--- src/rtl/mux4_rr_arbiter_pkg.sv ---
// Shared constants, FSM state type and grant encoding helper for the 4-way arbiter.
// Latency: n/a (declarations only).
// Backpressure: n/a.
package mux_arb_pkg;

  localparam int N_REQ = 4;
  localparam int SEL_W = 2;

  typedef enum logic {
    IDLE  = 1'b0,
    GRANT = 1'b1
  } arb_state_t;

  // Converts a requester index into its one-hot grant vector.
  function automatic logic [N_REQ-1:0] onehot(input logic [SEL_W-1:0] s);
    logic [N_REQ-1:0] v;
    v    = '0;
    v[s] = 1'b1;
    return v;
  endfunction

endpackage

--- src/rtl/mux4_rr_arbiter_if.sv ---
// Bundle of requester lines, requester data and the arbitrated mux outputs.
// Latency: n/a (wiring only).
// Backpressure: none; requesters simply hold req until they see their grant.
interface mux_arb_if #(
  parameter int DW = 4
);
  logic [3:0]    req;
  logic [DW-1:0] A;
  logic [DW-1:0] B;
  logic [DW-1:0] C;
  logic [DW-1:0] D;
  logic [3:0]    gnt;
  logic [1:0]    sel;
  logic [DW-1:0] y_out;
  logic          y_valid;

  // Requester side: drives requests and data, observes the grant.
  modport master (
    output req, A, B, C, D,
    input  gnt, sel, y_out, y_valid
  );

  // Arbiter side.
  modport slave (
    input  req, A, B, C, D,
    output gnt, sel, y_out, y_valid
  );
endinterface

--- src/rtl/mux4_rr_arbiter_rr_pick.sv ---
// Combinational round-robin search: first set req bit at or after start, wrapping 3->0.
// Latency: 0 cycles (pure logic).
// Backpressure: none.
module rr_pick
  import mux_arb_pkg::*;
(
  input  logic [N_REQ-1:0] req,
  input  logic [SEL_W-1:0] start,
  output logic             found,
  output logic [SEL_W-1:0] idx
);

  logic [SEL_W-1:0] cand;

  // Scan from the farthest offset down so the nearest requester to start wins.
  always_comb begin
    found = 1'b0;
    idx   = start;
    cand  = start;
    for (int i = N_REQ - 1; i >= 0; i--) begin
      cand = start + SEL_W'(i);
      if (req[cand]) begin
        found = 1'b1;
        idx   = cand;
      end
    end
  end

endmodule

--- src/rtl/mux4_rr_arbiter.sv ---
// Round-robin arbiter driving a 4:1 data mux; ARB_HOLD_EN enables bursts of up to MAX_HOLD cycles.
// Latency: 1 cycle from req/data to gnt/sel/y_out/y_valid (all registered).
// Backpressure: none; a released grant re-arbitrates on the same edge with no idle bubble.
module mux4_rr_arbiter
  import mux_arb_pkg::*;
#(
  parameter int DW       = 4,
  parameter int MAX_HOLD = 4
) (
  input  logic      clk,
  input  logic      rst,
  mux_arb_if.slave  bus
);

  // Illegal hold lengths elaborate into this marker block; the arbiter assumes MAX_HOLD >= 1.
  if (MAX_HOLD < 1) begin : g_max_hold_invalid
  end

  arb_state_t       state_q, state_d;
  logic [N_REQ-1:0] gnt_q, gnt_d;
  logic [SEL_W-1:0] sel_q, sel_d;
  logic [SEL_W-1:0] last_q, last_d;
  logic [DW-1:0]    y_q, y_d;
  logic [DW-1:0]    data [N_REQ];
  logic             found;
  logic [SEL_W-1:0] idx;
  logic             keep;

`ifdef ARB_HOLD_EN
  localparam int CNT_W = $clog2(MAX_HOLD + 1);
  logic [CNT_W-1:0] cnt_q, cnt_d;
`endif

  assign data[0] = bus.A;
  assign data[1] = bus.B;
  assign data[2] = bus.C;
  assign data[3] = bus.D;

  // Search always begins one past the most recent winner.
  rr_pick u_pick (
    .req   (bus.req),
    .start (last_q + SEL_W'(1)),
    .found (found),
    .idx   (idx)
  );

  // Next-state: hold the current grant if allowed, otherwise regrant from the search or go idle.
  always_comb begin
    state_d = state_q;
    gnt_d   = gnt_q;
    sel_d   = sel_q;
    last_d  = last_q;
    y_d     = y_q;
    keep    = 1'b0;
`ifdef ARB_HOLD_EN
    cnt_d   = cnt_q;
    keep    = (state_q == GRANT) && bus.req[sel_q] && (cnt_q < CNT_W'(MAX_HOLD));
`endif
    if (keep) begin
      y_d   = data[sel_q];
`ifdef ARB_HOLD_EN
      cnt_d = cnt_q + CNT_W'(1);
`endif
    end else if (found) begin
      state_d = GRANT;
      gnt_d   = onehot(idx);
      sel_d   = idx;
      last_d  = idx;
      y_d     = data[idx];
`ifdef ARB_HOLD_EN
      cnt_d   = CNT_W'(1);
`endif
    end else begin
      state_d = IDLE;
      gnt_d   = '0;
`ifdef ARB_HOLD_EN
      cnt_d   = '0;
`endif
    end
  end

  // State and output registers; reset overrides any grant in progress.
  always_ff @(posedge clk) begin
    if (rst) begin
      state_q <= IDLE;
      gnt_q   <= '0;
      sel_q   <= '0;
      last_q  <= SEL_W'(N_REQ - 1);
      y_q     <= '0;
`ifdef ARB_HOLD_EN
      cnt_q   <= '0;
`endif
    end else begin
      state_q <= state_d;
      gnt_q   <= gnt_d;
      sel_q   <= sel_d;
      last_q  <= last_d;
      y_q     <= y_d;
`ifdef ARB_HOLD_EN
      cnt_q   <= cnt_d;
`endif
    end
  end

  assign bus.gnt     = gnt_q;
  assign bus.sel     = sel_q;
  assign bus.y_out   = y_q;
  assign bus.y_valid = (state_q == GRANT);

endmodule

--- src/flat_wrapper.sv ---
// flat-port wrapper written by rule: the top's interface ports become plain ports
module mux4_rr_arbiter_flat import mux_arb_pkg::*;
#(
  parameter int DW       = 4,
  parameter int MAX_HOLD = 4
)
  (clk, rst, bus_req, bus_A, bus_B, bus_C, bus_D, bus_gnt, bus_sel, bus_y_out, bus_y_valid);
  mux_arb_if #(.DW(DW)) bus_i ();
  input  logic clk;
  input  logic rst;
  input wire logic [$bits(bus_i.req)-1:0] bus_req;
  input wire logic [$bits(bus_i.A)-1:0] bus_A;
  input wire logic [$bits(bus_i.B)-1:0] bus_B;
  input wire logic [$bits(bus_i.C)-1:0] bus_C;
  input wire logic [$bits(bus_i.D)-1:0] bus_D;
  output wire logic [$bits(bus_i.gnt)-1:0] bus_gnt;
  output wire logic [$bits(bus_i.sel)-1:0] bus_sel;
  output wire logic [$bits(bus_i.y_out)-1:0] bus_y_out;
  output wire logic [$bits(bus_i.y_valid)-1:0] bus_y_valid;
  assign bus_i.req = bus_req;
  assign bus_i.A = bus_A;
  assign bus_i.B = bus_B;
  assign bus_i.C = bus_C;
  assign bus_i.D = bus_D;
  assign bus_gnt = bus_i.gnt;
  assign bus_sel = bus_i.sel;
  assign bus_y_out = bus_i.y_out;
  assign bus_y_valid = bus_i.y_valid;
  mux4_rr_arbiter #(.DW(DW), .MAX_HOLD(MAX_HOLD)) u_core (.clk(clk), .rst(rst), .bus(bus_i));
endmodule
--- config.mk ---
export PLATFORM = sky130hd
export DESIGN_NAME = mux4_rr_arbiter_flat
export DESIGN_NICKNAME = d
export VERILOG_FILES = /design/src/rtl/mux4_rr_arbiter_pkg.sv /design/src/rtl/mux4_rr_arbiter_if.sv /design/src/rtl/mux4_rr_arbiter_rr_pick.sv /design/src/rtl/mux4_rr_arbiter.sv /design/src/flat_wrapper.sv
export SDC_FILE = /design/constraint.sdc
export NUM_CORES = 1
export LEC_CHECK = 0
export ABC_AREA = 1
export ABC_CLOCK_PERIOD_IN_PS = 1930
export CORE_UTILIZATION = 42
export DETAILED_ROUTE_END_ITERATION = 6
export PLACE_DENSITY = 0.77
export RECOVER_POWER = 100
export SYNTH_ARGS = -nofsm -noshare
export SYNTH_HDL_FRONTEND = slang
export SYNTH_SLANG_ARGS = --single-unit
--- constraint.sdc ---
create_clock -name clk -period 1.93 [get_ports clk]
set_input_delay 0.4825 -clock clk [delete_from_list [all_inputs] [get_ports clk]]
set_output_delay 0.4825 -clock clk [all_outputs]
set_load 0.01 [all_outputs]
-- Yosys cells after proc, flatten, opt, wreduce, memory -nomap -nowiden
Cells that the tools add are included.
- add/subtract/negate cells: 4
- $lt $le $gt $ge: 7
- multiplexer cells: 22
- bitwise operators: 2
- reduce and logical (&&, ||, !) cells: 2
- operators by type and width (kind ; number):
    2-bit by 3-bit < comparator with 1-bit output (second input constant) ; 5
    1-bit two-way mux ; 10
    1-bit binary-select mux with 2-bit select ; 4
    4-bit binary-select mux with 2-bit select ; 1
    2-bit two-way mux ; 4
    4-bit two-way mux ; 2
    2-bit by 1-bit adder with 2-bit output (second input constant) ; 2
    2-bit adder (second input constant) ; 2
    3-bit greater-or-equal comparator (second input constant) ; 1
    2-bit inverter with 3-bit output ; 1
    1-bit demux with 2-bit select ; 1
    2-bit by 1-bit greater-or-equal comparator with 1-bit output (second input constant) ; 1
    2-bit OR reduction ; 1
    1-bit logical AND ; 1
    1-bit inverter ; 1
- register bits after elaboration: 13
- word-level logic and storage cells: 42

-- Longest topological paths before layout
- depth after elaboration: 12
- gate-level depth with buffers: 14

-- Cells and area by module
A second synthesis with hierarchy kept.
- cell total of the unflattened synthesis: 127
- area, all modules: 790.8 µm²
- modules (own cells, without submodules) (module ; times used ; cells an instance ; area an instance (µm²)):
    mux4_rr_arbiter ; 1 ; 74 ; 556.8
    rr_pick ; 1 ; 53 ; 234.0

-- Least setup slack after synthesis
OpenSTA, ideal clock, no wires.
- path kind: input to register
- start: input port bus_req[2]
- end: register u_core.y_q[2] (netlist: u_core.bus.y_out[2])
- setup time: 0.117 ns
- arrival time: 1.410 ns
- required time: 1.813 ns
- path slack: 0.403 ns
- stages: 12
- buffers on the path: 1
- cells stage by stage: inv_1 -> o21ai_0 -> nor2_2 -> nor2_4 -> nand2_2 -> nand2_2 -> nand2_2 -> buf_6 -> nand3_1 -> nand3_1 -> nor2_1 -> nor2_1
- cells in the longest elaborated chain, start to end: 10
- RTL lines (what ; line ; RTL):
    start, declared ; flat_wrapper.sv:11 ; input wire logic [$bits(bus_i.req)-1:0] bus_req;
    1-bit binary-select mux with 2-bit select ; mux4_rr_arbiter_rr_pick.sv:22 ; if (req[cand]) begin
    1-bit two-way mux (implied by the code) ; mux4_rr_arbiter_rr_pick.sv:22 ;
    2-bit two-way mux (4 in a row) ; mux4_rr_arbiter_rr_pick.sv:22 ;
    2-bit inverter with 3-bit output (implied by the code) ; mux4_rr_arbiter.sv:69 ; y_d = data[idx];
    4-bit binary-select mux with 2-bit select ; mux4_rr_arbiter.sv:69 ;
    4-bit two-way mux (implied by the code) (2 in a row) ; mux4_rr_arbiter.sv:69 ;
    end signal, assigned ; mux4_rr_arbiter.sv:98 ; y_q <= y_d;
    end, declared ; mux4_rr_arbiter.sv:23 ; logic [DW-1:0] y_q, y_d;
Parallel ways exist; a longest one is shown, timed or not. The select of a mux whose other input is x is not followed.
A chain may end at the register's enable or synchronous reset.

-- Worst setup path in the final report
- start: input port bus_req[2]
- end: register u_core.y_q[1] (netlist: u_core.bus.y_out[1])
Same word-level chain as after synthesis.

==> impl_metrics.yaml <==
floorplanning:
  core_area_sq_um: 1820
  rows: 15
  io_pins: 33
  die_w_um: 47.1
  die_h_um: 47.1
  die_area_sq_um: 2220
  initial_utilization_pct: 46.9
cells_and_area:
  finalNonFillerCells: 197
  drive_gt1_share_pct: 24.4
  area_growth_syn_to_layout_pct: 54.8
  finalNetCount: 195
  final_area_sq_um: 1320
  num_antenna_cells: 0
  fin_util_pct: 72.6
cts:
  clock-sinks: 13
  cts_made_buffers: 3
  cts_tree: "yes"
  holdBufCountCts: 0
  htree_num_levels: 1
  clkSlewWorstSetupHoldPaths_ns: 0.08
  clk_latency_ns: 0.29
  cts_root_buf: "clkbuf_4"
  cts_buffer_depth: 2
grt:
  grt_pass1_wl_um: 3670
  track_usage_pct: 23.6
  first_global_vias: 917
  top_usage_layer: "met2"
  grt_use_met1_pct: 26.6
  met2_usage_pct: 41.7
  overflow: 0
  grt_max_degree: 13
  antenna_found_initial: 0
  use_met3_pct: 5.00
placed_design:
  dp_cells: 191
  gp_congestion: 0.834
  pre_cts_ws_ns: -0.303
  port_buffers: 32
  placed_area_sq_um: 1230
  dp_hpwl_um: 1770
worst_setup_path:
  crit_path_end_kind: "flip-flop"
  required_ns: 2.11
  startpoint_type: "input pin"
  path_class: "in2reg"
  critPathMaxFanout: 5
  cp.arrival_ns: 2.02
sta:
  worst_pin_slew_ns: 0.209
  max-slew-margin-rel_pct: 85.9
  fin_ws_ns: 0.0933
  setup_viol: 0
  fin_skew_ns: 0.00766
  fin_crit_sh_pct: 95.2
  fmax_mhz: 544
  final.setup.tns_ns: 0
  finalCriticalPeriod_ns: 1.84
  hold_slack_ns: 0.467
  finalMaxSlewViolations: 0
  hold_viol: 0
pwr:
  peakVddDrop_mv: 1.31
  pwr-share-clk_pct: 7.2
  powerDensity_nw_per_um2: 1830
  leakage_nw: 0.688
  internal_power_mw: 1.23
  combPwrFrac_pct: 75.7
  p_seq_share_pct: 17.1
  p_sw_mw: 1.19
  switching_share_pct: 49.3
  totalPowerFinal_mw: 2.42
yosys:
  ys_seq_elements: 13
  netlist_area_sq_um: 853
  netlist_instances: 130
  synth.top_cell.area_share_pct: 30.5
  syn_nets: 152
  synth_top_area_cell: "dfxtp_1"
  synth_area_leaders: "dfxtp_1 30%, nand2_1 17%, nand3_1 11%"
  synthDistinctLibCells: 20
  synth_area_per_cell_sq_um: 6.56
  seq_area_frac_synth_pct: 30.5
  ys_warn_count: 0
detailed_routing:
  viasPerCell: 5.08
  drc_errors: 0
  wire_per_inst_um: 12.1
  wl_um: 2390
  initialDrtViolationCount: 30
  final_antenna_net_count: 0
  vias: 1000
  dr.pass1.iters: 4
status:
  status: "finished clean"
worst_hold_path:
  hold_class: "reg2reg"
run:
  max-cap-violations: 0
-- power by group through the flow --
stage	combinational, mW	sequential (mW)	clock [mW]
after floorplan	1.14	0.455	0
after global placement	1.60	0.419	0
after detailed placement	1.65	0.420	0
after CTS	1.68	0.415	0.176
after global routing	2.02	0.426	0.190
final	1.83	0.414	0.174
-- flip-flops by register name (all words and copies together), names as in the netlist --
register            count
u_core.bus.y_valid      1
u_core.last_q           2
u_core.bus.gnt          4
u_core.bus.sel          2
u_core.bus.y_out        4
-- worst paths after layout --
| check | start | endpoint | slack [ns] | depth (start not counted) |
|---|---|---|---|---|
| hold reg to reg | u_core.bus.sel[1] | u_core.bus.sel[1] | 0.47 | 2 |
| setup reg to reg | u_core.last_q[1] | u_core.bus.y_out[1] | 0.17 | 13 |
| hold / removal | u_core.bus.sel[1] | u_core.bus.sel[1] | 0.47 | 2 |
| setup / recovery | bus_req[2] | u_core.bus.y_out[1] | 0.09 | 13 |
-- placed cells by master (no fill, tap or decap), types with 2 or more instances in the layout --
cell type	instances
nand2_1	36
clkdlybuf4s50_1	18
nand3_1	16
dfxtp_1	13
nand2_2	12
dlygate4sd3_1	11
inv_1	10
nor2_1	10
buf_4	8
nand3_2	6
nand2_4	4
nor3_1	4
o21ai_0	4
clkbuf_4	3
dlymetal6s2s_1	3
inv_2	2
nor2_4	2
o211ai_1	2
a21oi_1	2
-- routing by layer --
layer | part of all wire, % | vias to the layer above
li1 | - | 506
met1 | 42 | 442
met2 | 49 | 41
met3 | 5.5 | 11
met4 | 3.2 | 0
met5 | 0 | -
-- cell usage after synthesis --
cell,count
nor2_1,10
nor3_1,4
inv_2,1
buf_6,2
o211ai_1,2
a21oi_1,2
o21ai_0,5
nand2_1,38
buf_2,1
bufinv_8,1
nand2_4,1
buf_4,1
dfxtp_1,13
o21ai_1,1
nand3_1,18
nand2_2,12
inv_1,11
nand3_2,4
nor2_2,2
nor2_4,1
-- kinds of logic after synthesis --
kind of cell           share of synthesized area (%)
AND/OR/NAND/NOR                                 51.6
buffers and inverters                           11.4
flip-flops                                      30.5
AO/OA/AOI/OAI                                   6.45
-- worst max-delay path, cell delays in order --
cell             delay, ns
clkdlybuf4s50_1       0.42
nand2_1               0.09
nand2_2               0.07
nand2_1               0.11
nand2_2               0.09
nor2_4                0.14
nand3_2               0.14
nand2_4               0.13
nor2_4                0.05
nand2_1               0.05
nand2_1               0.05
nor2_1                0.14
nor2_1                0.05
-- area by class of cell --
type / count / area [sq um]
Clock buffer: 3 / 22.5
Clock inverter: 1 / 5.00
Fill cell: 148 / 499
Inverter: 13 / 62.6
Multi-Input combinational cell: 101 / 541
Sequential cell: 13 / 260
Tap cell: 25 / 31.3
Timing Repair Buffer: 41 / 399
-- what timing repair did --
action,in CTS,in global routing
gates resized for setup,1,14
gates cloned,0,1
setup endpoints to repair,1,6
pin swaps,0,4
setup buffers,0,1
(Power assumes the default switching activity.)
